--- src/rtl/pe_buffer_pkg.sv ---
// Shared definitions for the PE-buffer writer and controller: FSM states and
// the segment/beat geometry helpers derived from the block parameters.
package pe_buffer_pkg;

    typedef enum logic [2:0] {
        IDLE,
        WAIT_RDY,
        STREAM,
        SWITCH,
        SETTLE_W
    } pe_state_t;

    // Counter width able to hold 0..value-1; never narrower than one bit.
    function automatic int pb_log2(input int value);
        int w;
        w = 1;
        while ((1 << w) < value) begin
            w = w + 1;
        end
        return w;
    endfunction

    // Segments per output row.
    function automatic int pb_segs(input int hout, input int iw);
        return hout / iw;
    endfunction

    // Beats needed to cover every row FIFO of a bank once per segment.
    function automatic int pb_beats(input int ih, input int bi);
        return (ih + bi - 1) / bi;
    endfunction

endpackage

--- src/rtl/pe_lane_mapper.sv ---
// Combinational lane decode: which write lanes land on a real row FIFO for
// the current row_base, and which FIFO each one targets.
module pe_lane_mapper
    import pe_buffer_pkg::*;
#(
    parameter int Ih          = 29,
    parameter int Bi          = 4,
    parameter int ROWID_WIDTH = 6
) (
    input  logic [ROWID_WIDTH-1:0]         row_base,
    output logic [Bi-1:0]                  lane_valid,
    output logic [Bi-1:0][ROWID_WIDTH-1:0] lane_row
);

    for (genvar gi = 0; gi < Bi; gi++) begin : g_lane
        // One extra bit so row_base+lane cannot wrap past Ih.
        logic [ROWID_WIDTH:0] row_sum;

        assign row_sum          = {1'b0, row_base} + (ROWID_WIDTH + 1)'(gi);
        assign lane_valid[gi]   = (row_sum < (ROWID_WIDTH + 1)'(Ih));
        assign lane_row[gi]     = lane_valid[gi] ? row_sum[ROWID_WIDTH-1:0] : '0;
    end

endmodule

--- src/rtl/pe_buffer_writer.sv ---
// Streams Bi row segments per beat into the fill bank of a double-buffered
// PE row-FIFO array, then flips banks once a whole group has been written.
module pe_buffer_writer
    import pe_buffer_pkg::*;
#(
    parameter int DATA_WIDTH  = 8,
    parameter int HOUT        = 56,
    parameter int Ih          = 29,
    parameter int Iw          = 7,
    parameter int Bi          = 4,
    parameter int ROWID_WIDTH = 6,
    parameter int SETTLE      = 2
) (
    input  logic                                   clk,
    input  logic                                   rst,
    input  logic                                   in_valid,
    output logic                                   in_ready,
    input  logic [Bi-1:0][Iw-1:0][DATA_WIDTH-1:0]  in_data,
    input  logic                                   buffer_ready,
    output logic                                   pe_buffer_switch,
    output logic [Bi-1:0]                          pe_buffer_fifo_we,
    output logic [Bi-1:0][ROWID_WIDTH-1:0]         BI_rowID,
    output logic [Bi-1:0][Iw-1:0][DATA_WIDTH-1:0]  pe_buffer_input,
    output logic                                   group_done,
    output logic [15:0]                            group_cnt
);

    localparam int SEGS  = pb_segs(HOUT, Iw);
    localparam int SEG_W = pb_log2(SEGS);
    localparam int SET_W = pb_log2(SETTLE + 1);

    pe_state_t                      state_reg;
    logic [SEG_W-1:0]               seg_reg;
    logic [ROWID_WIDTH-1:0]         row_base_reg;
    logic [SET_W-1:0]               settle_cnt_reg;

    logic [Bi-1:0]                  lane_valid;
    logic [Bi-1:0][ROWID_WIDTH-1:0] lane_row;
    logic                           accept;
    logic                           last_row_beat;
    logic                           last_beat;

    assign in_ready      = (state_reg == STREAM);
    assign accept        = in_valid && in_ready;
    assign last_row_beat = (int'(row_base_reg) + Bi >= Ih);
    assign last_beat     = last_row_beat && (int'(seg_reg) == SEGS - 1);

    pe_lane_mapper #(
        .Ih          (Ih),
        .Bi          (Bi),
        .ROWID_WIDTH (ROWID_WIDTH)
    ) u_lane_mapper (
        .row_base   (row_base_reg),
        .lane_valid (lane_valid),
        .lane_row   (lane_row)
    );

    // group_done/group_cnt update on the edge that enters SWITCH, so the pulse
    // coincides with the final write; the bank flips on the edge leaving it.
    always_ff @(posedge clk) begin
        if (rst) begin
            state_reg        <= IDLE;
            seg_reg          <= '0;
            row_base_reg     <= '0;
            settle_cnt_reg   <= '0;
            pe_buffer_switch <= 1'b0;
            group_done       <= 1'b0;
            group_cnt        <= '0;
        end else begin
            group_done <= 1'b0;
            case (state_reg)
                IDLE: begin
                    state_reg <= WAIT_RDY;
                end
                WAIT_RDY: begin
                    if (buffer_ready) begin
                        state_reg <= STREAM;
                    end
                end
                STREAM: begin
                    if (accept) begin
                        if (last_row_beat) begin
                            row_base_reg <= '0;
                            seg_reg      <= last_beat ? '0 : seg_reg + SEG_W'(1);
                        end else begin
                            row_base_reg <= row_base_reg + ROWID_WIDTH'(Bi);
                        end
                        if (last_beat) begin
                            state_reg  <= SWITCH;
                            group_done <= 1'b1;
                            group_cnt  <= group_cnt + 16'd1;
                        end
                    end
                end
                SWITCH: begin
                    pe_buffer_switch <= ~pe_buffer_switch;
                    settle_cnt_reg   <= '0;
                    state_reg        <= SETTLE_W;
                end
                SETTLE_W: begin
                    if (int'(settle_cnt_reg) + 1 >= SETTLE) begin
                        state_reg <= WAIT_RDY;
                    end else begin
                        settle_cnt_reg <= settle_cnt_reg + SET_W'(1);
                    end
                end
                default: begin
                    state_reg <= IDLE;
                end
            endcase
        end
    end

    // Write port: registered copy of the accepted beat, zero on idle lanes.
    always_ff @(posedge clk) begin
        if (rst || !accept) begin
            pe_buffer_fifo_we <= '0;
            BI_rowID          <= '0;
            pe_buffer_input   <= '0;
        end else begin
            for (int m = 0; m < Bi; m++) begin
                pe_buffer_fifo_we[m] <= lane_valid[m];
                BI_rowID[m]          <= lane_row[m];
                pe_buffer_input[m]   <= lane_valid[m] ? in_data[m] : '0;
            end
        end
    end

endmodule

--- config.mk ---
export PLATFORM = sky130hd
export DESIGN_NAME = pe_buffer_writer
export DESIGN_NICKNAME = d
export VERILOG_FILES = /design/src/rtl/pe_buffer_pkg.sv /design/src/rtl/pe_lane_mapper.sv /design/src/rtl/pe_buffer_writer.sv
export SDC_FILE = /design/constraint.sdc
export NUM_CORES = 1
export LEC_CHECK = 0
export BUFFER_PORTS_ARGS = -buffer_cell sky130_fd_sc_hd__buf_4
export CORE_AREA = 2 2 197 199
export CTS_CLUSTER_SIZE = 25
export DETAILED_ROUTE_END_ITERATION = 16
export DIE_AREA = 0 0 199 201
export PLACE_DENSITY = 0.52
export SYNTH_ARGS = -nofsm -noshare
export SYNTH_HDL_FRONTEND = slang
export SYNTH_SLANG_ARGS = --single-unit
--- constraint.sdc ---
create_clock -name clk -period 1.5 [get_ports clk]
set_input_delay 0.075 -clock clk [delete_from_list [all_inputs] [get_ports clk]]
set_output_delay 0.075 -clock clk [all_outputs]
set_load 0.03 [all_outputs]
# Word level (Yosys, flattened, before mapping)
# Index checks and enable logic that the tools add are counted.
[classes]
n_mul = 0
bitwise = 7
n_eq_ne = 10
shifts = 0
magnitude_cmp = 6
div_mod_pow = 0
add_sub_neg = 9
mux = 10
n_reduce_logical = 16
[op_table]
columns = ["op", "count"]
rows = [
  ["$lt 7x5->1 const B", 3],
  ["$add 16x1->16 const B", 1],
  ["$mux 3", 5],
  ["$pmux 3 s5", 1],
  ["$add 6x2->7 const B", 2],
  ["$reduce_or 2->1", 4],
  ["$add 6x1->7 const B", 1],
  ["$add 6x3->7 const B", 1],
  ["$ge 7x5->1 const B", 1],
  ["$not 1->1", 7],
  ["$add 6x3->6 const B", 1],
  ["$eq 3x1->1 const B", 2],
  ["$eq 3x2->1 const B", 2],
  ["$lt 6x5->1 const B", 1],
  ["$mux 6", 1],
  ["$ne 2x2->1 const B", 3],
  ["$reduce_and 3->1", 2],
  ["$ne 2x1->1 const B", 2],
  ["$pmux 2 s2", 1],
  ["$reduce_and 2->1", 2],
  ["$reduce_and 4->1", 1],
  ["$add 2x1->3 const B", 1],
  ["$add 3x1->3 const B", 1],
  ["$eq 3x3->1 const B", 1],
  ["other kinds (10)", 11],
]
[word_totals]
in_bits = 228
out_inout_bits = 271
ram_bits = 0
mem_bits_ro = 0
reg_bits = 284
wordCells = 98
n_memories = 0
latchBits = 0

# Longest topological paths before layout
[depth]
word_depth = 6
ltp_mapped = 7

# Modules after synthesis
# A second synthesis with hierarchy kept.
[unflattened]
hier_cells = 811
area_unflattened_um2 = 8939.8
[by_module_without_submodules]
columns = ["mod", "seq_area_each_um2", "instances", "area_per_inst_um2", "cells_each"]
rows = [
  ["pe_buffer_writer", 5645.4, 1, 8330.5, 728],
  ["pe_lane_mapper", 0.0, 1, 609.3, 83],
]

# Worst setup path after synthesis
# Ideal clock, no wire load.
[synth_path]
kind = "register to register"
startpoint = "register state_reg[2]"
endpoint = "register pe_buffer_input[152] (netlist name)"
n_path_buf = 4
arrival_time_ns = 1.828
setup_ns = 0.060
t_required_ns = 1.440
path_stages_with_launch = 8
path_slack_ns = -0.387
synth_period_minus_slack_ns = 1.887
path_cell_list = "dfxtp_1 -> buf_6 -> nor3b_2 -> and3_1 -> buf_2 -> buf_2 -> clkbuf_1 -> and3_1"
[synth_via]
elab_chain_cells = 5
[synth_lines]
columns = ["item", "line", "text"]
rows = [
  ["from (decl)", "pe_buffer_writer.sv:32", "pe_state_t state_reg;"],
  ["from (signal assigned)", "pe_buffer_writer.sv:62", "state_reg <= IDLE;"],
  ["from (signal assigned)", "pe_buffer_writer.sv:73", "state_reg <= WAIT_RDY;"],
  ["from (signal assigned)", "pe_buffer_writer.sv:77", "state_reg <= STREAM;"],
  ["$eq 3x2->1", "pe_buffer_writer.sv:43", "assign in_ready = (state_reg == STREAM);"],
  ["via in_ready", "pe_buffer_writer.sv:17", "output logic in_ready,"],
  ["$logic_and 1x1->1", "pe_buffer_writer.sv:44", "assign accept = in_valid && in_ready;"],
  ["$logic_not 1->1", "pe_buffer_writer.sv:116", "if (rst || !accept) begin"],
  ["$logic_or 1x1->1", "pe_buffer_writer.sv:116", ""],
  ["$reduce_or 2->1 (no source line)", "n/a", ""],
  ["to (signal, indexed assignment)", "pe_buffer_writer.sv:124", "pe_buffer_input[m] <= lane_valid[m] ? in_data[m] : '0;"],
  ["to (decl)", "pe_buffer_writer.sv:23", "output logic [Bi-1:0][Iw-1:0][DATA_WIDTH-1:0] pe_buffer_input,"],
]
# The timed path passes the listed nets, and every way through them passes these cells.
# A chain may end at the register's enable or synchronous reset.

# Worst setup path in the final report
[layout_path]
startpoint = "register seg_reg[1]"
endpoint = "register group_cnt[9]"
[layout_via]
elab_chain_cells = 3
[layout_lines]
columns = ["item", "line", "text"]
rows = [
  ["from (decl)", "pe_buffer_writer.sv:33", "logic [SEG_W-1:0] seg_reg;"],
  ["from (signal assigned)", "pe_buffer_writer.sv:84", "seg_reg <= last_beat ? '0 : seg_reg + SEG_W'(1);"],
  ["$eq 3x1->1", "pe_buffer_writer.sv:46", "assign last_beat = last_row_beat && (int'(seg_reg) == SEGS - 1);"],
  ["$logic_and 1x1->1", "pe_buffer_writer.sv:46", ""],
  ["$reduce_and 3->1 (no source line)", "n/a", ""],
  ["to (signal assigned)", "pe_buffer_writer.sv:91", "group_cnt <= group_cnt + 16'd1;"],
  ["to (decl)", "pe_buffer_writer.sv:25", "output logic [15:0] group_cnt"],
]
# No other way between the ends.

==> results.txt <==
Status = complete, but fails checks
Failing checks = setup timing
Clock Tree Buf Depth = 3
Antenna violations before repair = 0
Core area = 38110 sq um
Reg with most FFs = pe_buffer_input
Switching Share = 0.2126
Combinational share of power = 0.090
Post-Syn Area = 8148 sq um
Worst-Skew Late Latency = 0.52 ns
H-tree Lvls = 2
Final Cycle Share = 1.126
Die height = 201 um
Clock transition at path regs = 0.06 ns
Initial Utilization = 0.2138
Synth async-reset ratio = 0
Critical path launch point type = flip-flop
Final nets = 1746
F_max = 0.5919 GHz
Worst setup margin = -0.1895 ns
Post-synth top area share = 0.6806
Slew Limit Fails = 0
Clock power share = 0.490
Row cnt = 72
Largest net degree at the start of global routing = 87
Routed Antenna Nets = 0
Final setup violation count = 251
Net Switching = 3774 uW
Die X = 199 um
Setup Crit Path Kind = flip-flop to flip-flop
Unrepaired setup endpoints after global routing = true
Num CTS Buffers = 34
Instance count of the mapped netlist = 709
Post-synth top area cell = dfxtp_1
Root buf cell = clkbuf_16
All-Layer GR Usage = 0.1512
Yosys Warn Count = 0
Worst R2R Path Depth = 7
Number of synthesized register bits = 277
Area of the multi-input gates = 2574 sq um
Synth unique cells = 42
Leakage Power = 0.008598 uW
Most instantiated library cell after synthesis = dfxtp_1
FF/Latch Area = 5575 sq um
Peak VDD IR = 741.4 uV
CP required = 1.94 ns
Largest register FFs = 224
Arrival @ worst endpoint = 2.13 ns
# fillers = 3424
Die area = 40000 sq um
HPWL after DPL = 20.88 mm
Crit. End Element = flip-flop
Clock skew = 0.005976 ns
Initial drt markers = 287
Design Power = 17750 uW
Share of power burned in registers = 0.420
Routed via count = 8301
Total Wirelength = 35.72 mm
Vias in the first global route = 8328
Setup WS pre-CTS = -0.1979 ns
Dpl cell area = 12850 sq um
Max_cap viols = 0
Post-synth EDFFs = 0
Average size of a mapped cell = 11.49 sq um
Gr ovfl total = 0
Num ports = 499
CTS tree = built
PortBufs = 494
WL/cell = 17.39 um
Final hold violations = 0
Hold path depth = 3
Share of layout cells above drive strength 1 = 0.4733
Final min period = 1.689 ns
GPL Wtd Cong = 0.7544
Core Util, Final = 0.4601
Synth Flop Type = dfxtp_1
Min-Delay Path Class = input port to flip-flop
N_diodes = 0
Non-filler cells, final = 2054
Max Fanout on Critical Path = 7
Top cells by count, synth = dfxtp_1 (277), and3_1 (180), and2_1 (66), clkbuf_1 (37), a21oi_1 (23)
Int Power = 13980 uW
Seq/Total Area, Yosys = 0.6806
Post-route cell area = 17530 sq um
Vias/cell = 4.041
DRC Markers = 0
DRT Pass-1 Iters = 4
Placed Instances = 1718
Area growth from synthesis to layout = 115.2%
First-pass GRT wire length = 46.73 mm
Biggest regs = pe_buffer_input (224), BI_rowID (19), group_cnt (16)
Top post-synthesis cells by area = dfxtp_1 (68%), and3_1 (14%), and2_1 (5.1%), clkbuf_1 (1.7%), a21oi_1 (1.4%)
Clock Sinks = 277
Power per Cell Area = 1012 nW/um^2
layer usage:
layer / GRT usage / share of wire
met3: 0.04217 / 0.056
met1: 0.1682 / 0.41
met2: 0.2692 / 0.50
met5: 0 / 0
met4: 0.06130 / 0.031
stage by stage:
| stage | TNS, ns | hold slack [ns] |
|---|---|---|
| after detailed placement | -3.302 | 0.2869 |
| after global placement | -1.769 | 0.2824 |
| final | -20.30 | 0.08314 |
| after CTS | -1.610 | 0.04493 |
| after global routing | -40.24 | 0.07238 |
| after floorplan | -17.88 | 0.2023 |
path summary, 6_finish.rpt:
kind	start	endpoint	slack (ns)
worst max-delay path	seg_reg[1]$_SDFFE_PP0P_	group_cnt[9]$_SDFFE_PP0P_	-0.19
worst min-delay path	rst	seg_reg[1]$_SDFFE_PP0P_	0.08
worst max register to register	seg_reg[1]$_SDFFE_PP0P_	group_cnt[9]$_SDFFE_PP0P_	-0.19
worst min register to register	settle_cnt_reg[1]$_SDFFE_PP0P_	settle_cnt_reg[1]$_SDFFE_PP0P_	0.48
cells by family (layout without fill, tap and decap cells):
kind of cell	after synthesis	after routing	share of synthesized area
XOR/XNOR	3	3	0.003225
AO/OA/AOI/OAI	46	46	0.03532
multiplexers	4	4	0.005068
flip-flops	277	277	0.6806
other	1	8	0.0004602
AND/OR/NAND/NOR	307	307	0.2300
adder cells (fa/ha/maj)	5	5	0.007678
buffers and inverters	66	886	0.03762
power by group through the flow:
stage / sequential [uW] / combinational (uW) / clock (uW)
6_report: 7460 / 1600 / 8690
5_1_grt: 7460 / 1680 / 9260
4_1_cts: 7460 / 1450 / 8940
3_5_place_dp: 7620 / 926 / 0
3_3_place_gp: 7620 / 917 / 0
2_1_floorplan: 7770 / 157 / 0
cells in the final DEF, fill, tap and decap left out, types with 14 or more instances in the layout:
cell type      instances
and2_4                21
and3_4                15
nand2_1               14
and3_1               165
buf_12                14
and2_1                45
clkbuf_16             61
a21oi_1               20
buf_4                535
dfxtp_1              261
dlygate4sd3_1        226
critical path, cell delays in order, from the launching register on:
cell and delay, ns:
dfxtp_2 0.35, ha_4 0.15, ha_4 0.13, and3_4 0.20
o2111ai_4 0.15, buf_6 0.17, or3_1 0.30, a21oi_1 0.16
layout make-up:
type	instances	area share
multi-input combinational	373	0.1468
inverter	4	0.0008563
sequential	277	0.3180
tap	518	0.03696
clock inverter	11	0.009348
timing repair buffer	823	0.4289
clock buffer	48	0.05915
repair_timing:
item,4_1_cts,5_1_grt
pin swaps,4,17
setup buffers,7,13
setup endpoints to repair,96,215
resized for setup,15,69
hold buffers,226,0
cloned,1,30
endpoints found under the hold margin,228,0
Note: power is estimated with default switching activity, not from simulation.
